File: config.mk
export PLATFORM = sky130hd
export DESIGN_NAME = imem_loader
export DESIGN_NICKNAME = d
export VERILOG_FILES = /design/src/rtl/imem_loader.sv
export SDC_FILE = /design/constraint.sdc
export NUM_CORES = 1
export LEC_CHECK = 0
export BUFFER_PORTS_ARGS = -buffer_cell sky130_fd_sc_hd__buf_2
export CAP_MARGIN = 20
export CORE_UTILIZATION = 38
export CTS_CLUSTER_DIAMETER = 200
export DETAILED_ROUTE_END_ITERATION = 8
export PLACE_DENSITY = 0.68
export SYNTH_ARGS = -nofsm -noshare
export SYNTH_HDL_FRONTEND = slang
export SYNTH_SLANG_ARGS = --single-unit
File: constraint.sdc
create_clock -name clk -period 2.51 [get_ports clk]
set_input_delay 0.3765 -clock clk [delete_from_list [all_inputs] [get_ports clk]]
set_output_delay 0.3765 -clock clk [all_outputs]
set_load 0.02 [all_outputs]
File: src/rtl/imem_loader.sv
// Boot loader: receives a length-prefixed, XOR-checksummed byte stream and writes
// it word by word into instruction memory while holding the CPU in reset.
module imem_loader #(
  parameter int ADDR_W  = 8,
  parameter int TIMEOUT = 50000
) (
  input  logic        clk,
  input  logic        reset,
  input  logic        start,
  input  logic        rx_valid,
  input  logic [7:0]  rx_data,
  output logic        imem_we,
  output logic [31:0] imem_addr,
  output logic [31:0] imem_wdata,
  output logic        cpu_hold,
  output logic        busy,
  output logic        done,
  output logic        error
);

  localparam logic [2:0] S_IDLE   = 3'd0;
  localparam logic [2:0] S_LEN_HI = 3'd1;
  localparam logic [2:0] S_LEN_LO = 3'd2;
  localparam logic [2:0] S_DATA   = 3'd3;
  localparam logic [2:0] S_CHK    = 3'd4;
  localparam logic [2:0] S_FIN    = 3'd5;

  localparam int          TMO_W = $clog2(TIMEOUT + 1);
  localparam logic [16:0] DEPTH = 17'(1 << ADDR_W);

  logic [2:0]       state_q, state_d;
  logic [15:0]      len_q, len_d;
  logic [31:0]      asm_q, asm_d;
  logic [7:0]       chk_q, chk_d;
  logic [1:0]       bcnt_q, bcnt_d;
  logic [15:0]      widx_q, widx_d;
  logic [TMO_W-1:0] tmo_q, tmo_d;
  logic             we_q, we_d;
  logic [31:0]      addr_q, addr_d;
  logic [31:0]      wdata_q, wdata_d;
  logic             hold_q, hold_d;
  logic             err_q, err_d;

  logic [15:0] new_len;
  logic        chk_ok;
  logic        last_wr;

  assign new_len = {len_q[15:8], rx_data};
  assign chk_ok  = (rx_data == chk_q);
  // Write cycle of the final word: the checksum byte may already arrive here.
  assign last_wr = we_q && (widx_q == len_q);

  always_comb begin
    state_d = state_q;
    len_d   = len_q;
    asm_d   = asm_q;
    chk_d   = chk_q;
    bcnt_d  = bcnt_q;
    widx_d  = widx_q;
    tmo_d   = tmo_q;
    we_d    = 1'b0;
    addr_d  = addr_q;
    wdata_d = wdata_q;
    hold_d  = hold_q;
    err_d   = err_q;

    case (state_q)
      S_IDLE: begin
        if (start) begin
          state_d = S_LEN_HI;
          err_d   = 1'b0;
          chk_d   = 8'h00;
          bcnt_d  = 2'd0;
          widx_d  = 16'd0;
          tmo_d   = '0;
          hold_d  = 1'b1;
        end
      end
      S_LEN_HI: begin
        if (rx_valid) begin
          len_d   = {rx_data, 8'h00};
          state_d = S_LEN_LO;
        end
      end
      S_LEN_LO: begin
        if (rx_valid) begin
          len_d = new_len;
          if (new_len == 16'd0) begin
            state_d = S_CHK;
          end else if ({1'b0, new_len} > DEPTH) begin
            state_d = S_IDLE;
            err_d   = 1'b1;
          end else begin
            state_d = S_DATA;
          end
        end
      end
      S_DATA: begin
        if (last_wr) begin
          if (!rx_valid) begin
            state_d = S_CHK;
          end else if (chk_ok) begin
            state_d = S_FIN;
            hold_d  = 1'b0;
          end else begin
            state_d = S_IDLE;
            err_d   = 1'b1;
          end
        end else if (rx_valid) begin
          asm_d  = {asm_q[23:0], rx_data};
          chk_d  = chk_q ^ rx_data;
          bcnt_d = bcnt_q + 2'd1;
          if (bcnt_q == 2'd3) begin
            we_d    = 1'b1;
            wdata_d = {asm_q[23:0], rx_data};
            addr_d  = {{(30-ADDR_W){1'b0}}, widx_q[ADDR_W-1:0], 2'b00};
            widx_d  = widx_q + 16'd1;
          end
        end
      end
      S_CHK: begin
        if (rx_valid) begin
          if (chk_ok) begin
            state_d = S_FIN;
            hold_d  = 1'b0;
          end else begin
            state_d = S_IDLE;
            err_d   = 1'b1;
          end
        end
      end
      S_FIN: begin
        state_d = S_IDLE;
      end
      default: begin
        state_d = S_IDLE;
      end
    endcase

    // Inter-byte watchdog; any partially assembled word is simply abandoned.
    if (state_q inside {S_LEN_HI, S_LEN_LO, S_DATA, S_CHK}) begin
      if (rx_valid) begin
        tmo_d = '0;
      end else if (tmo_q == TMO_W'(TIMEOUT - 1)) begin
        state_d = S_IDLE;
        err_d   = 1'b1;
      end else begin
        tmo_d = tmo_q + 1'b1;
      end
    end
  end

  always_ff @(posedge clk or negedge reset) begin
    if (!reset) begin
      state_q <= S_IDLE;
      len_q   <= 16'd0;
      chk_q   <= 8'h00;
      bcnt_q  <= 2'd0;
      widx_q  <= 16'd0;
      tmo_q   <= '0;
      we_q    <= 1'b0;
      addr_q  <= 32'd0;
      wdata_q <= 32'd0;
      hold_q  <= 1'b0;
      err_q   <= 1'b0;
    end else begin
      state_q <= state_d;
      len_q   <= len_d;
      chk_q   <= chk_d;
      bcnt_q  <= bcnt_d;
      widx_q  <= widx_d;
      tmo_q   <= tmo_d;
      we_q    <= we_d;
      addr_q  <= addr_d;
      wdata_q <= wdata_d;
      hold_q  <= hold_d;
      err_q   <= err_d;
    end
  end

  always_ff @(posedge clk) begin
    asm_q <= asm_d;
  end

  assign imem_we    = we_q;
  assign imem_addr  = addr_q;
  assign imem_wdata = wdata_q;
  assign cpu_hold   = hold_q;
  assign busy       = (state_q != S_IDLE);
  assign done       = (state_q == S_FIN);
  assign error      = err_q;

endmodule
==> impl_results.md <==
* Status: complete, no violations
* H-tree depth at 4
* Number of synthesized flops with an enable pin at 24
* Met2 routed WL at 6630 µm
* Final core utilization at 46.2%
* DIE HEIGHT at 129 µm
* Setup violators final at 0
* Skew final at 0.00820 ns
* Most frequent cells in the layout: dfrtp_1, nand2_1, buf_2
* HPWL after detailed placement at 9000 µm
* IO Port Bufs at 56
* Total of max-cap violations at 0
* Nets at 632
* First-pass GRT wire length at 21400 µm
* Leakage at 3.25 nW
* Fill cells at 1410
* Clk_lat worst skew at 0.42 ns
* Worst slack at placement at 0.322 ns
* Die area at 16600 µm²
* Post_cts resized at 0
* Max VDD drop at 0.587 mV
* Initial drt markers at 280
* Tcrit/Tclk final at 87.7%
* Data arrival, critical path at 2.51 ns
* Vias in the first global route at 4375
* Pint at 5.17 mW
* Setup ws final at 0.308 ns
* Combinational Power Share at 26.2%
* YS warnings at 0
* FMAX at 454 MHz
* Netlist Area Pre-Place at 6130 µm²
* Final hold violation count at 0
* Clock group share of total power at 34.6%
* Ant diodes at 0
* Period minus WS final at 2.20 ns
* Antenna Nets Post-Route at 0
* Clock tree sinks at 128
* Std-Cell Rows at 46
* Power density cells at 1050 nW/µm²
* GRT Residual Overflow at 0
* Slew margin rel. at 52.5%
* Met1 wire length at 5590 µm
* Count of cell types in the netlist at 50
* Die W at 129 µm
* Critical path required time at 2.82 ns
* Critical path type: flip-flop to flip-flop
* Pre-antenna DRT Iters at 4
* Net Sw Frac at 32.6%
* Share of cells above drive strength 1 at 26.8%
* Hold WC Path Type: input pin to flip-flop
* Seq/Total Area, Yosys at 54.2%
* Worst setup SP type: flip-flop
* Drt via density at 5.10
* Main synth FF type: dfrtp_1
* Core ar. at 15800 µm²
* Most common cell after layout, fill and taps aside: dfrtp_1
* Slew Limit Fails at 0
* Crit. End Element: flip-flop
* Maximum clock path buffer count at 2
* Async SR Flop Fraction at 81.3%
* Routed WL at 13100 µm
* TritonCTS clock tree: yes
* CP Max Fanout at 3
* WL met3 at 534 µm
* Syn-to-layout area delta at 19.4%
* Post-CTS setup buffer count at 0
* Pin count of the biggest net entering global routing at 78
* Initial antenna violation count at 0
* GPL Wtd Cong at 0.875
* Initial Util at 38.7%
* Sequential Power Share at 39.2%
* Gr usage total at 16.8%
* DR top layer: met4
* Mapped Cells at 542
* Slew @ Worst Pin at 0.706 ns
* Num CTS Buffers at 17
* Seq cells post-synth at 128
* Remaining DRCs at 0
* Clock-pin slew on the worst setup and hold paths at 0.06 ns
* Syn_area_per_cell at 11.3 µm²
* Setup TNS at 0 ns
* Wire per inst at 15.5 µm
* DR vias at 4317
* NetSw at 2.50 mW
* Root buf cell: clkbuf_16
* Tot Pwr at 7.67 mW
* RSZ-0062 raised after global routing: false
* I/O pin count at 81
==> layer usage <==
layer | track usage, % | up-vias
met1 | 20.7 | 2133
met3 | 3.91 | 29
met4 | 8.58 | 0
met2 | 27.6 | 132
li1 | - | 2023
met5 | 0 | -
==> cells in the mapped netlist, types with 3 or more instances <==
library cell	n	area, µm²
nand3_1	13	65.1
nand4_1	14	87.6
or3_1	6	37.5
buf_2	5	25.0
or4_1	3	22.5
buf_4	24	180
xor2_1	3	26.3
o21ai_0	20	100
xnor2_1	38	333
nor2b_1	3	18.8
inv_1	9	33.8
nor4_1	7	43.8
and3_1	3	18.8
a21o_1	10	75.1
nand2_1	57	214
a21oi_1	24	120
and2_1	5	31.3
mux2_2	50	563
edfxtp_1	24	721
dfrtp_1	104	2600
nor2_1	36	135
a31oi_1	5	31.3
a211oi_1	3	22.5
clkbuf_1	9	33.8
or2_2	3	18.8
ha_1	3	37.5
nor3_1	11	55.1
nand2b_1	18	113
a22o_1	4	35.0
==> per-stage QoR <==
step | instance area (µm²) | hold WS [ns] | cells
global route | 7320 | 0.282 | 846
CTS | 7320 | 0.263 | 846
global placement | 6660 | 0.315 | 813
floorplan | 6210 | 0.0809 | 565
finish | 7320 | 0.283 | 846
detailed placement | 6660 | 0.313 | 813
==> what timing repair did <==
action / in CTS / in global routing
hold endpoints to repair: 27 / 0
hold buffers: 1 / 0
endpoints found under the setup margin: 0 / 0
==> power groups by stage <==
stage               logic, mW  registers (mW)  clock network, mW
floorplan                1.17            3.25                  0
global placement         1.95            3.02                  0
detailed placement       2.01            3.04                  0
CTS                      2.03            3.01               2.70
global route             2.21            3.07               2.79
finish                   2.01            3.01               2.65
==> worst max-delay path, stage by stage, from the launching register on <==
cell	delay, ns
dfrtp_1	0.39
or4_1	0.51
nor4_1	0.55
nand2_1	0.15
nor2_1	0.14
a31oi_1	0.06
a41oi_1	0.28
==> path summary, 6_finish.rpt <==
| path | from | to | slack (ns) | depth (start not counted) |
|---|---|---|---|---|
| max reg2reg | len_q[12] | state_q[0] | 0.31 | 6 |
| max | len_q[12] | state_q[0] | 0.31 | 6 |
| min in group asynchronous | reset | imem_wdata[31] | 0.41 | 2 |
| max in group asynchronous | reset | state_q[0] | 1.37 | 3 |
| min | rx_data[4] | asm_q[4] | 0.28 | 1 |
| min reg2reg | asm_q[6] | asm_q[14] | 0.44 | 0 |
==> registers in the layout (all words and copies together), names as in the netlist <==
| signal | count |
|---|---|
| asm_q | 24 |
| bcnt_q | 2 |
| chk_q | 8 |
| cpu_hold | 1 |
| error | 1 |
| imem_addr | 8 |
| imem_wdata | 32 |
| imem_we | 1 |
| len_q | 16 |
| state_q | 3 |
| tmo_q | 16 |
| widx_q | 16 |
==> cell families after synthesis <==
group	synth area share, %
buf+inv	4.64
xor+xnor	5.86
mux	9.52
fa+ha+maj	0.613
flops	54.2
compound gates	9.31
other cells	0.0612
simple gates	15.7
==> final cells by class <==
| class | instances | area [µm²] | share of cell area, % |
|---|---|---|---|
| Clock buffer | 19 | 443 | 6.05 |
| Inverter | 9 | 33.8 | 0.462 |
| Clock inverter | 13 | 199 | 2.72 |
| Sequential cell | 128 | 3320 | 45.4 |
| Multi-Input combinational cell | 389 | 2620 | 35.8 |
| Timing Repair Buffer | 72 | 430 | 5.88 |
| Tap cell | 216 | 270 | 3.69 |
(Power assumes the default switching activity.)
